**config.mk**
```make
export PLATFORM = sky130hd
export DESIGN_NAME = apuf_multi_eval_ctrl
export DESIGN_NICKNAME = d
export VERILOG_FILES = /design/src/rtl/apuf_multi_eval_ctrl.sv
export SDC_FILE = /design/constraint.sdc
export NUM_CORES = 1
export LEC_CHECK = 0
export BUFFER_PORTS_ARGS = -buffer_cell sky130_fd_sc_hd__buf_4
export CORE_ASPECT_RATIO = 2
export CORE_UTILIZATION = 52
export CTS_CLUSTER_SIZE = 40
export DETAILED_ROUTE_END_ITERATION = 6
export PLACE_DENSITY = 0.92
export SKIP_CTS_REPAIR_TIMING = 1
export SYNTH_ARGS = -nofsm -noshare
export SYNTH_HDL_FRONTEND = slang
export SYNTH_SLANG_ARGS = --single-unit
export TNS_END_PERCENT = 1
```
**constraint.sdc**
```tcl
create_clock -name i_clk -period 5.95 [get_ports i_clk]
set_clock_uncertainty 0.05 [all_clocks]
set_input_delay 1.785 -clock i_clk [delete_from_list [all_inputs] [get_ports i_clk]]
set_output_delay 1.785 -clock i_clk [all_outputs]
set_load 0.05 [all_outputs]
```
**src/rtl/apuf_multi_eval_ctrl.sv**
```systemverilog
// Multi-evaluation controller for a bank of arbiter PUF channels sharing one challenge.
// Each request is evaluated NREP times; per-channel results are majority voted and flagged stable.

module apuf_chan_vote #(
    parameter int NREP = 7,
    parameter int CW   = 3
) (
    input  logic i_clk,
    input  logic i_rst_n,
    input  logic i_clr,
    input  logic i_acc,
    input  logic i_bit,
    output logic o_maj,
    output logic o_stab
);
    localparam logic [CW-1:0] HALF = CW'(NREP / 2);
    localparam logic [CW-1:0] FULL = CW'(NREP);

    logic [CW-1:0] r_ones;
    logic [CW-1:0] w_ones_nxt;

    // Vote is taken on the post-accumulate count so the last sample lands in the result
    assign w_ones_nxt = (i_acc && i_bit && (r_ones != FULL)) ? r_ones + 1'b1 : r_ones;
    assign o_maj      = (w_ones_nxt > HALF);
    assign o_stab     = (w_ones_nxt == '0) || (w_ones_nxt == FULL);

    always_ff @(posedge i_clk or negedge i_rst_n) begin
        if (!i_rst_n)   r_ones <= '0;
        else if (i_clr) r_ones <= '0;
        else            r_ones <= w_ones_nxt;
    end
endmodule

module apuf_multi_eval_ctrl #(
    parameter int NSTAGE = 64,
    parameter int NCHAN  = 4,
    parameter int NREP   = 7,
    parameter int SETTLE = 4,
    parameter int TMO    = 255
) (
    input  logic              i_clk,
    input  logic              i_rst_n,
    input  logic              i_start,
    input  logic [NSTAGE-1:0] i_chal,
    output logic              o_busy,
    output logic [NSTAGE-1:0] o_cT,
    output logic [NSTAGE-1:0] o_cB,
    output logic              o_tig,
    input  logic [NCHAN-1:0]  i_ch_ready,
    input  logic [NCHAN-1:0]  i_ch_bit,
    output logic              o_resp_valid,
    output logic [NCHAN-1:0]  o_resp,
    output logic [NCHAN-1:0]  o_stable,
    output logic              o_err
);
    localparam int CW = $clog2(NREP + 1);
    localparam int SW = $clog2(SETTLE + 1);
    localparam int TW = $clog2(TMO + 1);

    typedef enum logic [2:0] {
        S_IDLE, S_LOAD, S_FIRE, S_WAIT, S_ACCUM, S_DONE
    } state_t;

    state_t            r_state, w_next;
    logic [NSTAGE-1:0] r_chal;
    logic [CW-1:0]     r_rep;
    logic [SW-1:0]     r_set;
    logic [TW-1:0]     r_tmo;
    logic [NCHAN-1:0]  r_resp, r_stable;
    logic              r_err;

    logic              w_all_rdy, w_last, w_tmo_exp;
    logic              w_accept, w_acc, w_timeout;
    logic [NCHAN-1:0]  w_maj, w_stab;

    assign w_all_rdy = &i_ch_ready;
    assign w_last    = (r_rep == CW'(NREP - 1));
    assign w_tmo_exp = (r_tmo == TW'(1));

    always_ff @(posedge i_clk or negedge i_rst_n) begin
        if (!i_rst_n) r_state <= S_IDLE;
        else          r_state <= w_next;
    end

    always_comb begin
        w_next    = r_state;
        w_accept  = 1'b0;
        w_acc     = 1'b0;
        w_timeout = 1'b0;
        case (r_state)
            S_IDLE: begin
                if (i_start) begin
                    w_accept = 1'b1;
                    w_next   = S_LOAD;
                end
            end
            S_LOAD:  if (r_set == '0) w_next = S_FIRE;
            S_FIRE:  w_next = S_WAIT;
            S_WAIT: begin
                if (w_all_rdy) begin
                    w_next = S_ACCUM;
                end else if (w_tmo_exp) begin
                    w_timeout = 1'b1;
                    w_next    = S_DONE;
                end
            end
            S_ACCUM: begin
                w_acc  = 1'b1;
                w_next = w_last ? S_DONE : S_LOAD;
            end
            S_DONE:  w_next = S_IDLE;
            default: w_next = S_IDLE;
        endcase
    end

    always_ff @(posedge i_clk or negedge i_rst_n) begin
        if (!i_rst_n) begin
            r_chal   <= '0;
            r_rep    <= '0;
            r_set    <= '0;
            r_tmo    <= '0;
            r_resp   <= '0;
            r_stable <= '0;
            r_err    <= 1'b0;
        end else begin
            if (w_accept) begin
                r_chal <= i_chal;
                r_rep  <= '0;
            end

            // Settle counter is armed on every LOAD entry, from IDLE or from ACCUM
            if ((w_next == S_LOAD) && (r_state != S_LOAD))
                r_set <= SW'(SETTLE - 1);
            else if ((r_state == S_LOAD) && (r_set != '0))
                r_set <= r_set - 1'b1;

            if (r_state == S_FIRE)
                r_tmo <= TW'(TMO);
            else if ((r_state == S_WAIT) && !w_all_rdy && (r_tmo != '0))
                r_tmo <= r_tmo - 1'b1;

            if (w_acc)
                r_rep <= r_rep + 1'b1;

            if (w_acc && w_last) begin
                r_resp   <= w_maj;
                r_stable <= w_stab;
                r_err    <= 1'b0;
            end else if (w_timeout) begin
                r_resp   <= '0;
                r_stable <= '0;
                r_err    <= 1'b1;
            end
        end
    end

    for (genvar g = 0; g < NCHAN; g++) begin : g_chan
        apuf_chan_vote #(.NREP(NREP), .CW(CW)) u_vote (
            .i_clk   (i_clk),
            .i_rst_n (i_rst_n),
            .i_clr   (w_accept),
            .i_acc   (w_acc),
            .i_bit   (i_ch_bit[g]),
            .o_maj   (w_maj[g]),
            .o_stab  (w_stab[g])
        );
    end

    assign o_busy       = (r_state != S_IDLE);
    assign o_tig        = (r_state == S_FIRE);
    assign o_resp_valid = (r_state == S_DONE);
    assign o_cT         = r_chal;
    assign o_cB         = r_chal;
    assign o_resp       = r_resp;
    assign o_stable     = r_stable;
    assign o_err        = r_err;
endmodule

```
==> impl_results.md <==
* Residual DRC count at 0
* Syn Area/Cell at 12.25 um^2
* Max-slew violation count at 0
* Worst min path class: reg -> reg
* Startpoint types: flip-flop
* Slew headroom at a little under half
* Worst slew pin tran at 807.7 ps
* Initial DRC count at approximately 170
* Total routed wirelength at 12330 um
* Vias in the first global route at between 3000 and 4000
* H-tree Lvls at 3
* Die X at 71.75 um
* Final ANT Viol Nets at 0
* Worst-path fanout max at 14
* Mapped Nets at roughly 500
* Largest area contributor in the netlist: dfrtp_1
* Via count at 3696
* Detailed placer's ending HPWL at a little under 10000 um
* Worst Path Arrival at ~1800 ps
* Nets at 652
* 1st-pass router iterations at 4
* Share of cells above drive strength 1 at between 50% and 60%
* Top FF cell, synth: dfrtp_1
* Rows at 50
* Dpl cells at 656
* CTS clk-pin slew, worst paths at 70 ps
* Place WS at around 2400 ps
* GR Overflow Total at 0
* Final worst slack at around 2300 ps
* Core area at 9384 um^2
* Largest net degree at the start of global routing at 61
* Mapped Cells at between 400 and 500
* Ports at approximately 220
* Yosys Warn Count at 0
* FILL cells at about 700
* Sequential fraction of the synthesis area at a little over 50%
* Root Buffer: clkbuf_16
* Skew-Pair Late Insertion Delay at ~340 ps
* CTS sink count at about 100
* Max clock buf depth at 2
* Final period util at slightly above 60%
* Via density at approximately 5.5
* Antenna violations before repair at 0
* Tmin final at between 3000 and 4000 ps
* Main area contributors after synthesis: dfrtp_1 50%, mux2_2 14%, buf_4 10%, ha_1 3.5%, nor2_1 1.9%
* Die area at about 10000 um^2
* Diode count at 0
* Setup violators final at 0
* First-pass GRT wire length at approximately 19000 um
* Effective utilization at floorplan at between 50% and 60%
* Top-area cell type share of the netlist area at ~50%
* Synth Cell Area at ~5000 um^2
* CP Class: reg -> out
* Gr usage total at between 20% and 30%
* Fmax at 0.2772 GHz
* Synthesis-stage register bit count at approximately 100
* RSZ-0062 raised after global routing: false
* Die Y at between 100 and 150 um
* Synth cell types at 56
* Number of synthesized flops with an enable pin at 0
* Post-route core utilization at 69.45%
* Crit end category: output pin
* CP Data Required Time at 4120 ps
* CTS tree: done
* Area growth, synth to finish at 28.81%
* Fin. Hold Viols at 0
* Post-synth ARST share at between 90% and 100%
* Fin cells at between 600 and 700
* Number of max-cap violations at 0
* Setup TNS at 0 ps
* Total clock buffers created by CTS at 9
* RD Place Congestion at around 0.84
* IO buf count at around 210
* Wire per inst at roughly 18 um
* Status: finished clean
-- critical path, stage by stage, from the launching register on --
cell,delay (ps)
dfrtp_1,620
nor2b_1,230
nand2b_1,140
inv_1,190
buf_4,240
-- stage by stage --
step / hold WS [ps] / instance area, um^2
global route: 478.1 / 6518
finish: 440.6 / 6518
CTS: 443.2 / 6518
detailed placement: 425.2 / 6245
global placement: 419.8 / 6245
floorplan: 405.9 / 5060
-- logic make-up (layout without fill, tap and decap cells) --
group	Yosys count	in the layout	synth area share [%]
fa+ha+maj	14	14	3.462
buf+inv	88	243	12.19
xor+xnor	7	7	1.212
simple gates	84	84	9.718
compound gates	44	44	6.257
flops	102	102	50.45
mux	74	74	16.72
-- synth_stat cells, types with 4 or more instances --
cell type	count
a21oi_1	8
and2_1	5
and3_1	4
buf_2	4
buf_4	69
dfrtp_1	102
ha_1	14
inv_1	10
mux2_2	64
mux2i_1	8
nand2_1	10
nand2b_1	4
nand3_1	6
nor2_1	25
nor3b_1	5
o21ai_0	10
o2bb2ai_1	4
xnor2_1	4
-- flip-flops by register name, indices dropped and copies added (netlist names) --
signal                cells
o_cB                     64
g_chan.u_vote.r_ones     12
r_tmo                     8
o_resp                    4
o_stable                  4
r_rep                     3
r_set                     3
r_state                   3
o_err                     1
-- layer usage --
layer | vias up | share of wire, % | track usage [%]
met5 | - | 0 | 0
li1 | 1675 | - | -
met2 | 163 | 56 | 46.67
met1 | 1831 | 33 | 25.48
met3 | 27 | 7.2 | 6.108
met4 | 0 | 3.0 | 10.53
-- path summary, 6_finish.rpt --
check,depth (start not counted),endpoint,slack (ps),start
hold / removal,2,r_set[1],440,r_set[1]
hold reg to reg,2,r_set[1],440,r_set[1]
setup reg to reg,4,o_cB[54],3370,r_state[1]
min in group asynchronous,1,r_set[0],1370,i_rst_n
max in group asynchronous,2,o_cB[23],3330,i_rst_n
setup / recovery,4,o_tig,2340,r_state[1]
-- area by class of cell --
cell class	count	area (um^2)	area share (%)
sequential	102	2552	39.16
multi-input combinational	223	1896	29.08
timing repair buffer	217	1629	25.00
clock buffer	9	225.2	3.456
tap	104	130.1	1.997
clock inverter	7	47.55	0.7295
inverter	10	37.54	0.5759
-- layout by cell type (no fill, tap or decap), types with 2 or more instances in the layout --
master      count
and2_1          5
o21ai_1         2
nand4_1         2
a21o_1          2
inv_6           2
o2bb2ai_1       4
nand3b_1        2
ha_1           14
mux2i_1         8
buf_4         217
inv_1          10
a22o_1          3
xnor2_1         4
dfrtp_1       102
a32o_1          2
mux4_2          2
nor2b_1         3
or3b_1          2
nor3b_1         5
and3_1          4
nor3_1          3
nor2_1         25
a21oi_1         8
mux2_2         64
clkinvlp_4      2
xor2_1          3
nand3_1         6
or3_1           2
clkinv_2        3
nand2b_1        4
nand2_1        10
clkbuf_16       9
o21ai_0        10
Power is not shown: default switching activity piles up to over one toggle a cycle in this logic, so the estimate is an artifact.
